**src/rtl/serial_adder_pkg.sv**
```systemverilog
// rtl/serial_adder_pkg.sv - shared state encoding and sizing helpers for the bit-serial adder
package serial_adder_pkg;

    typedef enum logic [1:0] {
        IDLE  = 2'd0,
        SHIFT = 2'd1,
        DONE  = 2'd2
    } state_t;

    // Bit counter must hold 0..WIDTH-1 and is never narrower than one bit.
    function automatic int cnt_width(input int w);
        return (w <= 1) ? 1 : $clog2(w);
    endfunction

endpackage

```
**src/rtl/full_adder_v.sv**
```systemverilog
// rtl/full_adder_v.sv - single-bit full adder slice used by the serial adder
module full_adder_v (
    input  logic a,
    input  logic b,
    input  logic cin,
    output logic sum,
    output logic cout
);

    assign sum  = a ^ b ^ cin;
    assign cout = (a & b) | (cin & (a ^ b));

endmodule

```
**src/rtl/serial_adder_v.sv**
```systemverilog
// rtl/serial_adder_v.sv - LSB-first bit-serial adder with valid/ready handshakes (option: SERIAL_ADDER_OVERFLOW_EN)
module serial_adder_v
    import serial_adder_pkg::*;
#(
    parameter int WIDTH = 8
) (
    input  logic             i_clk,
    input  logic             i_rst,
    input  logic             i_valid,
    output logic             o_ready,
    input  logic [WIDTH-1:0] i_a,
    input  logic [WIDTH-1:0] i_b,
    input  logic             i_carry,
    output logic             o_valid,
    input  logic             i_ready,
    output logic [WIDTH-1:0] o_sum,
    output logic             o_carry
`ifdef SERIAL_ADDER_OVERFLOW_EN
    ,
    output logic             o_overflow
`endif
);

    localparam int            CW   = cnt_width(WIDTH);
    localparam logic [CW-1:0] LAST = CW'(WIDTH - 1);

    state_t           state_q;
    state_t           state_d;
    logic [WIDTH-1:0] a_sr;
    logic [WIDTH-1:0] b_sr;
    logic [WIDTH-1:0] sum_sr;
    logic [WIDTH-1:0] sum_next;
    logic [WIDTH-1:0] sum_q;
    logic             carry_q;
    logic             carry_res_q;
    logic [CW-1:0]    count_q;
    logic             last_bit;
    logic             fa_sum;
    logic             fa_cout;
`ifdef SERIAL_ADDER_OVERFLOW_EN
    logic             msb_cin_q;
`endif

    full_adder_v u_slice (
        .a    (a_sr[0]),
        .b    (b_sr[0]),
        .cin  (carry_q),
        .sum  (fa_sum),
        .cout (fa_cout)
    );

    assign last_bit = (count_q == LAST);
    // New sum bit enters at the MSB so that after WIDTH shifts bit 0 sits at the bottom.
    assign sum_next = (sum_sr >> 1) | (WIDTH'(fa_sum) << (WIDTH - 1));

    always_ff @(posedge i_clk) begin
        if (i_rst) begin
            state_q <= IDLE;
        end else begin
            state_q <= state_d;
        end
    end

    always_comb begin
        state_d = state_q;
        o_ready = 1'b0;
        o_valid = 1'b0;
        case (state_q)
            IDLE: begin
                o_ready = 1'b1;
                if (i_valid) begin
                    state_d = SHIFT;
                end
            end
            SHIFT: begin
                if (last_bit) begin
                    state_d = DONE;
                end
            end
            DONE: begin
                o_valid = 1'b1;
                if (i_ready) begin
                    state_d = IDLE;
                end
            end
            default: state_d = IDLE;
        endcase
    end

    always_ff @(posedge i_clk) begin
        if (i_rst) begin
            a_sr        <= '0;
            b_sr        <= '0;
            sum_sr      <= '0;
            sum_q       <= '0;
            carry_q     <= 1'b0;
            carry_res_q <= 1'b0;
            count_q     <= '0;
`ifdef SERIAL_ADDER_OVERFLOW_EN
            msb_cin_q   <= 1'b0;
`endif
        end else begin
            case (state_q)
                IDLE: begin
                    if (i_valid) begin
                        a_sr    <= i_a;
                        b_sr    <= i_b;
                        carry_q <= i_carry;
                        count_q <= '0;
                    end
                end
                SHIFT: begin
                    a_sr    <= a_sr >> 1;
                    b_sr    <= b_sr >> 1;
                    sum_sr  <= sum_next;
                    carry_q <= fa_cout;
                    if (last_bit) begin
                        // Result registers stay put until the next operation finishes.
                        sum_q       <= sum_next;
                        carry_res_q <= fa_cout;
`ifdef SERIAL_ADDER_OVERFLOW_EN
                        msb_cin_q   <= carry_q;
`endif
                    end else begin
                        count_q <= count_q + 1'b1;
                    end
                end
                default: ;
            endcase
        end
    end

    assign o_sum   = sum_q;
    assign o_carry = carry_res_q;
`ifdef SERIAL_ADDER_OVERFLOW_EN
    assign o_overflow = msb_cin_q ^ carry_res_q;
`endif

endmodule

```
**config.mk**
```make
export PLATFORM = sky130hd
export DESIGN_NAME = serial_adder_v
export DESIGN_NICKNAME = d
export VERILOG_FILES = /design/src/rtl/serial_adder_pkg.sv /design/src/rtl/full_adder_v.sv /design/src/rtl/serial_adder_v.sv
export SDC_FILE = /design/constraint.sdc
export NUM_CORES = 1
export LEC_CHECK = 0
export CORE_MARGIN = 5
export CORE_UTILIZATION = 54
export CTS_CLUSTER_DIAMETER = 40
export DETAILED_ROUTE_END_ITERATION = 10
export PLACE_DENSITY = 0.94
export SLEW_MARGIN = 20
export SYNTH_ARGS = -nofsm -noshare
export SYNTH_HDL_FRONTEND = slang
export SYNTH_SLANG_ARGS = --single-unit
```
**constraint.sdc**
```tcl
create_clock -name i_clk -period 1.87 [get_ports i_clk]
set_input_delay 0.374 -clock i_clk [delete_from_list [all_inputs] [get_ports i_clk]]
set_output_delay 0.374 -clock i_clk [all_outputs]
set_load 0.01 [all_outputs]
```
==> run metrics <==
Period minus WS final=1.61 ns; Post-Layout Cell Count=241; dpl hpwl=between 2 and 2.5 mm; CP endpoint kind=output port; Tot GR Track Use=0.164; sequential share of the synthesized area=0.455; Min-Delay Path Class=reg -> reg; port bufs=31; Synth area leader=dfxtp_1; Worst EP arrival=1.24 ns; Placeable Area=approximately 3000 sq um; cell leakage power=between 0.7 and 0.8 nW; DR vias=1307; remaining antenna violation count after routing=0; die area=4310 sq um; H-Tree Depth=2; synthesized area=between 1500 and 2000 sq um; Worst Path Class, Setup=reg -> out; io pins=32; Synth top area share=0.455; clock skew=~0.0056 ns; CP max stage cell=clkdlybuf4s50_1; number of max-cap violations=0; CTS tree=yes; clock root cell=clkbuf_4; Worst-Skew Late Latency=0.35 ns; CTS Sinks=38; WL/cell=12.9 um; DRC Markers=0; post-DR vias/cell=5.42; Netlist cell types=24; maximum clock frequency=620 MHz; Ant. Diodes=0; Fin. Hold Viols=0; maximum vdd ir drop=around 0.0006 V; Placed Instances=233; largest family of logic cells by synthesized area=compound AO/OA/AOI/OAI gates; worst endpoint required time=approximately 1.5 ns; status=finished clean; drt total wl=roughly 3.1 mm; critical path buffer and inverter count=1; vias in the first global route=1223; slew at the pin with the worst max-slew slack=0.471 ns; Max Slew Vio Count=0; crit-path max cell delay=0.53 ns; syn avg cell area=9.60 sq um; Finish-stage setup viols=0; first-pass iteration count of the detailed router=4; Slew HR=0.686; Longest Clk Path Bufs=2; Worst Slack Setup Final=~0.26 ns; Num CTS Buffers=5; proportion of synthesized area in mux cells=0.0899; largest net degree at the start of global routing=31; chip height=65.6 um; Post-Synth Adder-Cell Area=0.0270; worst slack, placed=0.201 ns; Layout area overhead=24.2%; global-route wire length before repair=5.32 mm; CP Max Fanout=2; most frequent cells in the layout=dfxtp_1, clkdlybuf4s50_1, nand2_1; Initial Util=0.556; CP Cell Sequence=clkdlybuf4s50_1; Compound-Gate Fraction of Synth Area=0.198; fin crit share=0.863; post-CTS setup buffers=0; PwrDens=761 nW/um^2; RSZ-0062 raised after global routing=false; Worst setup SP type=flip-flop; Mapped Cells=174; Starting DRT DRC Count=68; site row count=20; initial antenna violation count=0; clk slew on worst S/H paths=between 0.1 and 0.15 ns; gp weighted congestion=0.758; Yosys reg bits=38; nets=around 230; Top Family by Delay on Critical Path=buffers and inverters; fraction of the mapped netlist area in simple logic gates=0.175; Synthesized Nets=198; commonest non-fill, non-tap cell in the layout=dfxtp_1; GRT overflow=0; setup TNS=0 ns; DIE WIDTH=65.6 um; XOR/XNOR Fraction of Synth Area=0; share of cells above drive strength 1=0.168; top cells by area, synth=dfxtp_1, a211oi_2, mux2i_1; YS warnings=0
-- Yosys cell counts (all sizes together) --
cell type  count
a211oi        15
a21oi         18
a32oi          2
buf           12
clkbuf         1
dfxtp         38
fa             1
ha             2
inv            1
mux2i         15
nand2         26
nand2b         6
nand3          9
nand3b         1
nor2          18
nor2b          3
nor4b          1
o21ai          2
o21ba          1
o21bai         1
o31ai          1
-- sequential cells by signal (all words and copies together) (netlist names) --
register and count:
a_sr 8, b_sr 8, carry_q 1, count_q 3, o_carry 1, o_sum 8, state_q 2, sum_sr 7
-- power breakdown --
group	total [W]	internal [W]	leakage, nW	switching, W
sequential	0.000875	0.000850	0.311	0.0000250
combinational	0.000248	0.000127	0.409	0.000122
clock	0.000455	0.000181	0.0343	0.000274
total	0.00158	0.00116	0.754	0.000421
-- worst paths after layout --
check                                             start                       to  slack [ns]  cells after the start
worst max register to register  count_q[0]$_SDFFE_PP0P_  count_q[2]$_SDFFE_PP0P_        0.28                      5
worst min-delay path              o_sum[0]$_SDFFE_PP0P_    o_sum[0]$_SDFFE_PP0P_        0.46                      2
worst min register to register    o_sum[0]$_SDFFE_PP0P_    o_sum[0]$_SDFFE_PP0P_        0.46                      2
worst max-delay path              o_sum[6]$_SDFFE_PP0P_                 o_sum[6]        0.26                      1
-- what timing repair did --
action | in CTS | in global routing
gates resized for setup | 2 | 1
setup endpoints to repair | 1 | 1
hold buffers | 0 | 0
-- layer usage --
layer  part of all wire  global-route usage
met5                  0                   0
met4              0.019              0.0725
met3              0.054              0.0581
met2               0.50               0.287
met1               0.42               0.176
-- final cells by class --
| cell class | instances | area (sq um) |
|---|---|---|
| Clock inverter | 2 | 12.5 |
| Multi-Input combinational cell | 122 | 821 |
| Clock buffer | 6 | 51.3 |
| Inverter | 1 | 3.75 |
| Fill cell | 261 | 928 |
| Timing Repair Buffer | 39 | 384 |
| Sequential cell | 38 | 761 |
| Tap cell | 33 | 41.3 |
-- logic make-up after synthesis --
| kind of cell | Yosys count |
|---|---|
| compound gates | 40 |
| fa+ha+maj | 3 |
| buf+inv | 14 |
| flops | 38 |
| mux | 15 |
| simple gates | 64 |
-- per-stage QoR --
step	power, W	instance area (sq um)	hold slack, ns	util
after global routing	0.00165	2070	0.485	0.691
after global placement	0.00113	2010	0.440	0.668
after detailed placement	0.00114	2010	0.445	0.668
final	0.00158	2070	0.456	0.691
after floorplan	0.00106	1670	0.437	-
after CTS	0.00160	2070	0.460	0.690
-- worst reg2reg max path: stages (launching register included) --
cell and delay (ns):
dfxtp_1 0.33, ha_1 0.20, ha_1 0.35, nand2b_1 0.22, a21oi_1 0.25, o21ai_0 0.14
Power figures use the tool's default switching activity.
